===== config.mk =====
export PLATFORM = sky130hd
export DESIGN_NAME = traffic_light_controller
export DESIGN_NICKNAME = d
export VERILOG_FILES = /design/src/rtl/traffic_light_controller.sv
export SDC_FILE = /design/constraint.sdc
export NUM_CORES = 1
export LEC_CHECK = 0
export CAP_MARGIN = 10
export CORE_MARGIN = 2
export CORE_UTILIZATION = 50
export CTS_BUF_LIST = sky130_fd_sc_hd__clkbuf_16
export DETAILED_ROUTE_END_ITERATION = 8
export PLACE_DENSITY = 0.73
export SLEW_MARGIN = 5
export SYNTH_ARGS = -nofsm -noshare
export SYNTH_HDL_FRONTEND = slang
export SYNTH_SLANG_ARGS = --single-unit

===== constraint.sdc =====
create_clock -name clk -period 4.25 [get_ports clk]
set_input_delay 0.6375 -clock clk [delete_from_list [all_inputs] [get_ports clk]]
set_output_delay 0.6375 -clock clk [all_outputs]
set_load 0.03 [all_outputs]

===== src/rtl/traffic_light_controller.sv =====
// Two-way intersection lamp sequencer: NS green -> NS yellow -> EW green -> EW yellow,
// with a green phase repeating while only its own direction reports demand at phase end.
module traffic_light_controller #(
  parameter int NS_GREEN_TICKS = 32,
  parameter int EW_GREEN_TICKS = 16,
  parameter int YELLOW_TICKS   = 4
) (
  input  logic clk,
  input  logic rst_n,
  input  logic NS_VEHICLE_DETECT,
  input  logic EW_VEHICLE_DETECT,
  output logic NS_RED,
  output logic NS_YELLOW,
  output logic NS_GREEN,
  output logic EW_RED,
  output logic EW_YELLOW,
  output logic EW_GREEN
);

  localparam int NS_W = (NS_GREEN_TICKS > 1) ? $clog2(NS_GREEN_TICKS) : 1;
  localparam int EW_W = (EW_GREEN_TICKS > 1) ? $clog2(EW_GREEN_TICKS) : 1;
  localparam int Y_W  = (YELLOW_TICKS   > 1) ? $clog2(YELLOW_TICKS)   : 1;

  localparam logic [NS_W-1:0] NS_LAST = NS_W'(NS_GREEN_TICKS - 1);
  localparam logic [EW_W-1:0] EW_LAST = EW_W'(EW_GREEN_TICKS - 1);
  localparam logic [Y_W-1:0]  Y_LAST  = Y_W'(YELLOW_TICKS - 1);

  typedef enum logic [1:0] {
    S_NS_GREEN  = 2'd0,
    S_NS_YELLOW = 2'd1,
    S_EW_GREEN  = 2'd2,
    S_EW_YELLOW = 2'd3
  } state_t;

  // Lamp order: {NS_RED, NS_YELLOW, NS_GREEN, EW_RED, EW_YELLOW, EW_GREEN}
  localparam logic [5:0] LAMPS_NS_GREEN  = 6'b001_100;
  localparam logic [5:0] LAMPS_NS_YELLOW = 6'b010_100;
  localparam logic [5:0] LAMPS_EW_GREEN  = 6'b100_001;
  localparam logic [5:0] LAMPS_EW_YELLOW = 6'b100_010;

  function automatic logic [5:0] lamps_for(input state_t s);
    logic [5:0] l;
    case (s)
      S_NS_GREEN:  l = LAMPS_NS_GREEN;
      S_NS_YELLOW: l = LAMPS_NS_YELLOW;
      S_EW_GREEN:  l = LAMPS_EW_GREEN;
      S_EW_YELLOW: l = LAMPS_EW_YELLOW;
      default:     l = LAMPS_NS_GREEN;
    endcase
    return l;
  endfunction

  state_t          state_r, next_state_s;
  logic [NS_W-1:0] ns_cnt_r, ns_cnt_next_s;
  logic [EW_W-1:0] ew_cnt_r, ew_cnt_next_s;
  logic [Y_W-1:0]  y_cnt_r,  y_cnt_next_s;
  logic [5:0]      lamps_r;

  // Next state and phase timers; idle timers are held at zero.
  always_comb begin
    next_state_s  = state_r;
    ns_cnt_next_s = '0;
    ew_cnt_next_s = '0;
    y_cnt_next_s  = '0;
    case (state_r)
      S_NS_GREEN: begin
        if (ns_cnt_r == NS_LAST) begin
          if (NS_VEHICLE_DETECT && !EW_VEHICLE_DETECT) begin
            next_state_s = S_NS_GREEN;
          end else begin
            next_state_s = S_NS_YELLOW;
          end
        end else begin
          ns_cnt_next_s = ns_cnt_r + NS_W'(1);
        end
      end
      S_NS_YELLOW: begin
        if (y_cnt_r == Y_LAST) begin
          next_state_s = S_EW_GREEN;
        end else begin
          y_cnt_next_s = y_cnt_r + Y_W'(1);
        end
      end
      S_EW_GREEN: begin
        if (ew_cnt_r == EW_LAST) begin
          if (EW_VEHICLE_DETECT && !NS_VEHICLE_DETECT) begin
            next_state_s = S_EW_GREEN;
          end else begin
            next_state_s = S_EW_YELLOW;
          end
        end else begin
          ew_cnt_next_s = ew_cnt_r + EW_W'(1);
        end
      end
      S_EW_YELLOW: begin
        if (y_cnt_r == Y_LAST) begin
          next_state_s = S_NS_GREEN;
        end else begin
          y_cnt_next_s = y_cnt_r + Y_W'(1);
        end
      end
      default: begin
        next_state_s = S_NS_GREEN;
      end
    endcase
  end

  // State, timers and lamps; lamps are registered from the next state so they track state_r exactly.
  always_ff @(posedge clk or negedge rst_n) begin
    if (!rst_n) begin
      state_r  <= S_NS_GREEN;
      ns_cnt_r <= '0;
      ew_cnt_r <= '0;
      y_cnt_r  <= '0;
      lamps_r  <= LAMPS_NS_GREEN;
    end else begin
      state_r  <= next_state_s;
      ns_cnt_r <= ns_cnt_next_s;
      ew_cnt_r <= ew_cnt_next_s;
      y_cnt_r  <= y_cnt_next_s;
      lamps_r  <= lamps_for(next_state_s);
    end
  end

  assign {NS_RED, NS_YELLOW, NS_GREEN, EW_RED, EW_YELLOW, EW_GREEN} = lamps_r;

endmodule


==> summary.txt <==
Status
  – Status: finished clean

Synthesis
  – Top post-synthesis cells by count: dfrtp_1, nor2_1, ha_1, and2_1, nor2b_1
  – FF+latch count, synth: 18
  – Mapped Cells: about 60
  – Area contributors post-synth: dfrtp_1, dfstp_2, ha_1
  – Mapped Nets: 67
  – Most common flop cell mapped by yosys: dfrtp_1
  – Yosys warning count: 0
  – Cell Area, Synth: about 740 um2
  – Post-synthesis cell type count: 23
  – Asr flop ratio synth: 1.00
  – Yosys top cell area share: 0.541
  – Largest area contributor in the netlist: dfrtp_1
  – Post-synthesis sequential area ratio: 0.611
  – Avg Cell Area, Syn: ~13 um2
  – Post-synth EDFFs: 0
  – Count leader, synth: dfrtp_1

STA
  – RSZ-0062 raised after global routing: false
  – Final hold slack: about 0.44 ns
  – Final setup violating endpoints: 0
  – Tcrit/Tclk final: 0.486
  – Layout Skew: between 0.0015 and 0.002 ns
  – Fin. Hold Viols: 0
  – Final setup TNS: 0 ns
  – Final worst slack: 2.18 ns
  – Max Freq: between 400 and 500 MHz
  – Tightest Pin Transition: approximately 0.76 ns
  – Max-slew headroom: 0.493
  – Fin crit period: 2.07 ns
  – Max-slew violations: 0

Placement
  – Post-DP HPWL: between 800 and 900 um
  – GP Congestion: between 0.6 and 0.7
  – Post-place setup slack: around 2.4 ns
  – Port bufs: 9

Power
  – Static Leak: around 0.00045 uW
  – Pint: 453 uW
  – Combinational Power Share: 0.325
  – Switching power: roughly 220 uW
  – PD cells: between 700 and 800 mW/mm2
  – Clock network fraction of design power: 0.268
  – Sequential Power Share: 0.407
  – Switching Fraction: 0.329
  – Peak VDD IR: between 0.3 and 0.4 mV

Routing
  – First DRT Iteration DRCs: 2
  – Vias per inst: roughly 5.3
  – Post-Route WL: 1.16 mm
  – Total number of vias: about 460
  – Drt first pass iters: 2
  – DR DRC count: 0
  – Antenna viol nets, final: 0
  – WL/cell: 13.3 um

Layout
  – Finished Core Util: 0.688
  – Nets: 81
  – Area growth from synthesis to layout: 25.3%
  – Share of post-route cells with drive strength above 1: 0.139
  – Number of diodes: 0

Clock tree
  – Max Buffers Root-to-Sink: 2
  – Reg clk slew, reported paths: about 0.05 ns
  – Hold Buf Count CTS: 0
  – Clk_lat worst skew: 0.24 ns
  – Clock sinks: 18
  – Post-CTS Setup Repair Bufs: 0
  – CTS tree: done
  – Root buffer cell: clkbuf_16
  – H-tree depth: 1
  – Total CTS buffers: 3
  – Post_cts resized: 0

Global routing
  – Largest net degree at the start of global routing: 19
  – Number of global-route vias before repair: approximately 480
  – Initial antenna violation count: 0
  – GR Overflow Total: 0
  – Tot GR Track Use: 0.159
  – First-pass GRT wire length: 2.11 mm

Worst setup path
  – Critical path arrival: approximately 1.4 ns
  – Reg-to-reg slack, setup: 2.69 ns
  – CP cell instances: clkdlybuf4s50_1
  – Worst Setup SP: lamps_r[5]
  – Max incr delay on CP: ~0.7 ns
  – Crit Path Class: flop to output port
  – WP data required: approximately 3.6 ns
  – FF-to-FF End: ns_cnt_r[2]
  – Worst reg2reg path depth: 5
  – Worst path bufs/invs: 1
  – CP max-delay cell: clkdlybuf4s50_1
  – CP Launch Type: flop
  – Worst r2r src: ns_cnt_r[0]
  – Crit. End Element: output port
  – Crit Path Max Fanout: 6
  – Crit path max-delay family: buffers and inverters

Floorplanning
  – Die H: ~42 um
  – Core Area: ~0.0014 mm2
  – Starting density of the core: 0.549
  – Die width: approximately 42 um
  – DIE AREA: 0.00181 mm2
  – Std cell rows: 13
  – IO Pins: 10

Min path
  – Hold Path Class: flop to flop
  – Cell depth of the worst hold path: 1
  – Hold_sp: y_cnt_r[0]
  – Worst Hold End: y_cnt_r[0]

Flow run
  – Total of max-cap violations: 0
## worst reg2reg max path, stage by stage, from the launching register on
cell,delay [ns]
dfrtp_1,0.39
ha_1,0.22
and3_1,0.20
ha_1,0.21
or3_1,0.36
nor2_1,0.11
## area by class of cell
type	count	area [um2]
Timing Repair Buffer	9	90.1
Tap cell	15	18.8
Fill cell	96	422
Clock inverter	1	3.75
Multi-Input combinational cell	39	280
Inverter	2	7.51
Clock buffer	3	75.1
Sequential cell	18	453
## per-stage QoR
stage / instances / area (um2) / power [uW]
2_1_floorplan: 59 / 741 / 417
3_3_place_gp: 83 / 850 / 494
3_5_place_dp: 83 / 850 / 497
4_1_cts: 87 / 928 / 681
5_1_grt: 87 / 928 / 719
6_report: 87 / 928 / 675
## logic make-up after synthesis
kind of cell	synth area share
AND/OR/NAND/NOR	0.193
XOR/XNOR	0.0574
adder cells (fa/ha/maj)	0.0676
buffers and inverters	0.0101
flip-flops	0.611
AO/OA/AOI/OAI	0.0608
## power groups by stage
stage | sequential, uW | clock, uW | combinational [uW]
after floorplan | 321 | 0 | 96.4
after global placement | 273 | 0 | 221
after detailed placement | 277 | 0 | 220
after CTS | 274 | 184 | 223
after global routing | 282 | 192 | 245
final | 275 | 181 | 219
## how the worst max path moves through the flow
stage,slack (ns),depth (start not counted),endpoint
final,2.18,1,NS_RED
after global placement,2.47,1,NS_RED
after floorplan,2.80,5,ns_cnt_r[2]
after global routing,2.14,1,NS_RED
after detailed placement,2.44,1,NS_RED
after CTS,2.18,1,NS_RED
## sequential cells by signal, summed over array words and instances, names as in the netlist
name      count
y_cnt_r       2
ns_cnt_r      5
ew_cnt_r      4
state_r       1
lamps_r       6
## per-layer routing
metal / track usage / share of wire / routed length (um)
met5: 0 / 0 / 0
met1: 0.223 / 0.49 / 571
met2: 0.231 / 0.45 / 522
met4: 0.0750 / 0.013 / 15
met3: 0.0388 / 0.041 / 47
## cell usage in the layout (no fill, tap or decap), types with 3 or more instances in the layout
cell,count
and2_1,3
nor2b_1,3
clkbuf_16,3
clkdlybuf4s50_1,9
nor2_1,8
ha_1,4
dfrtp_1,16
(Power assumes the default switching activity.)
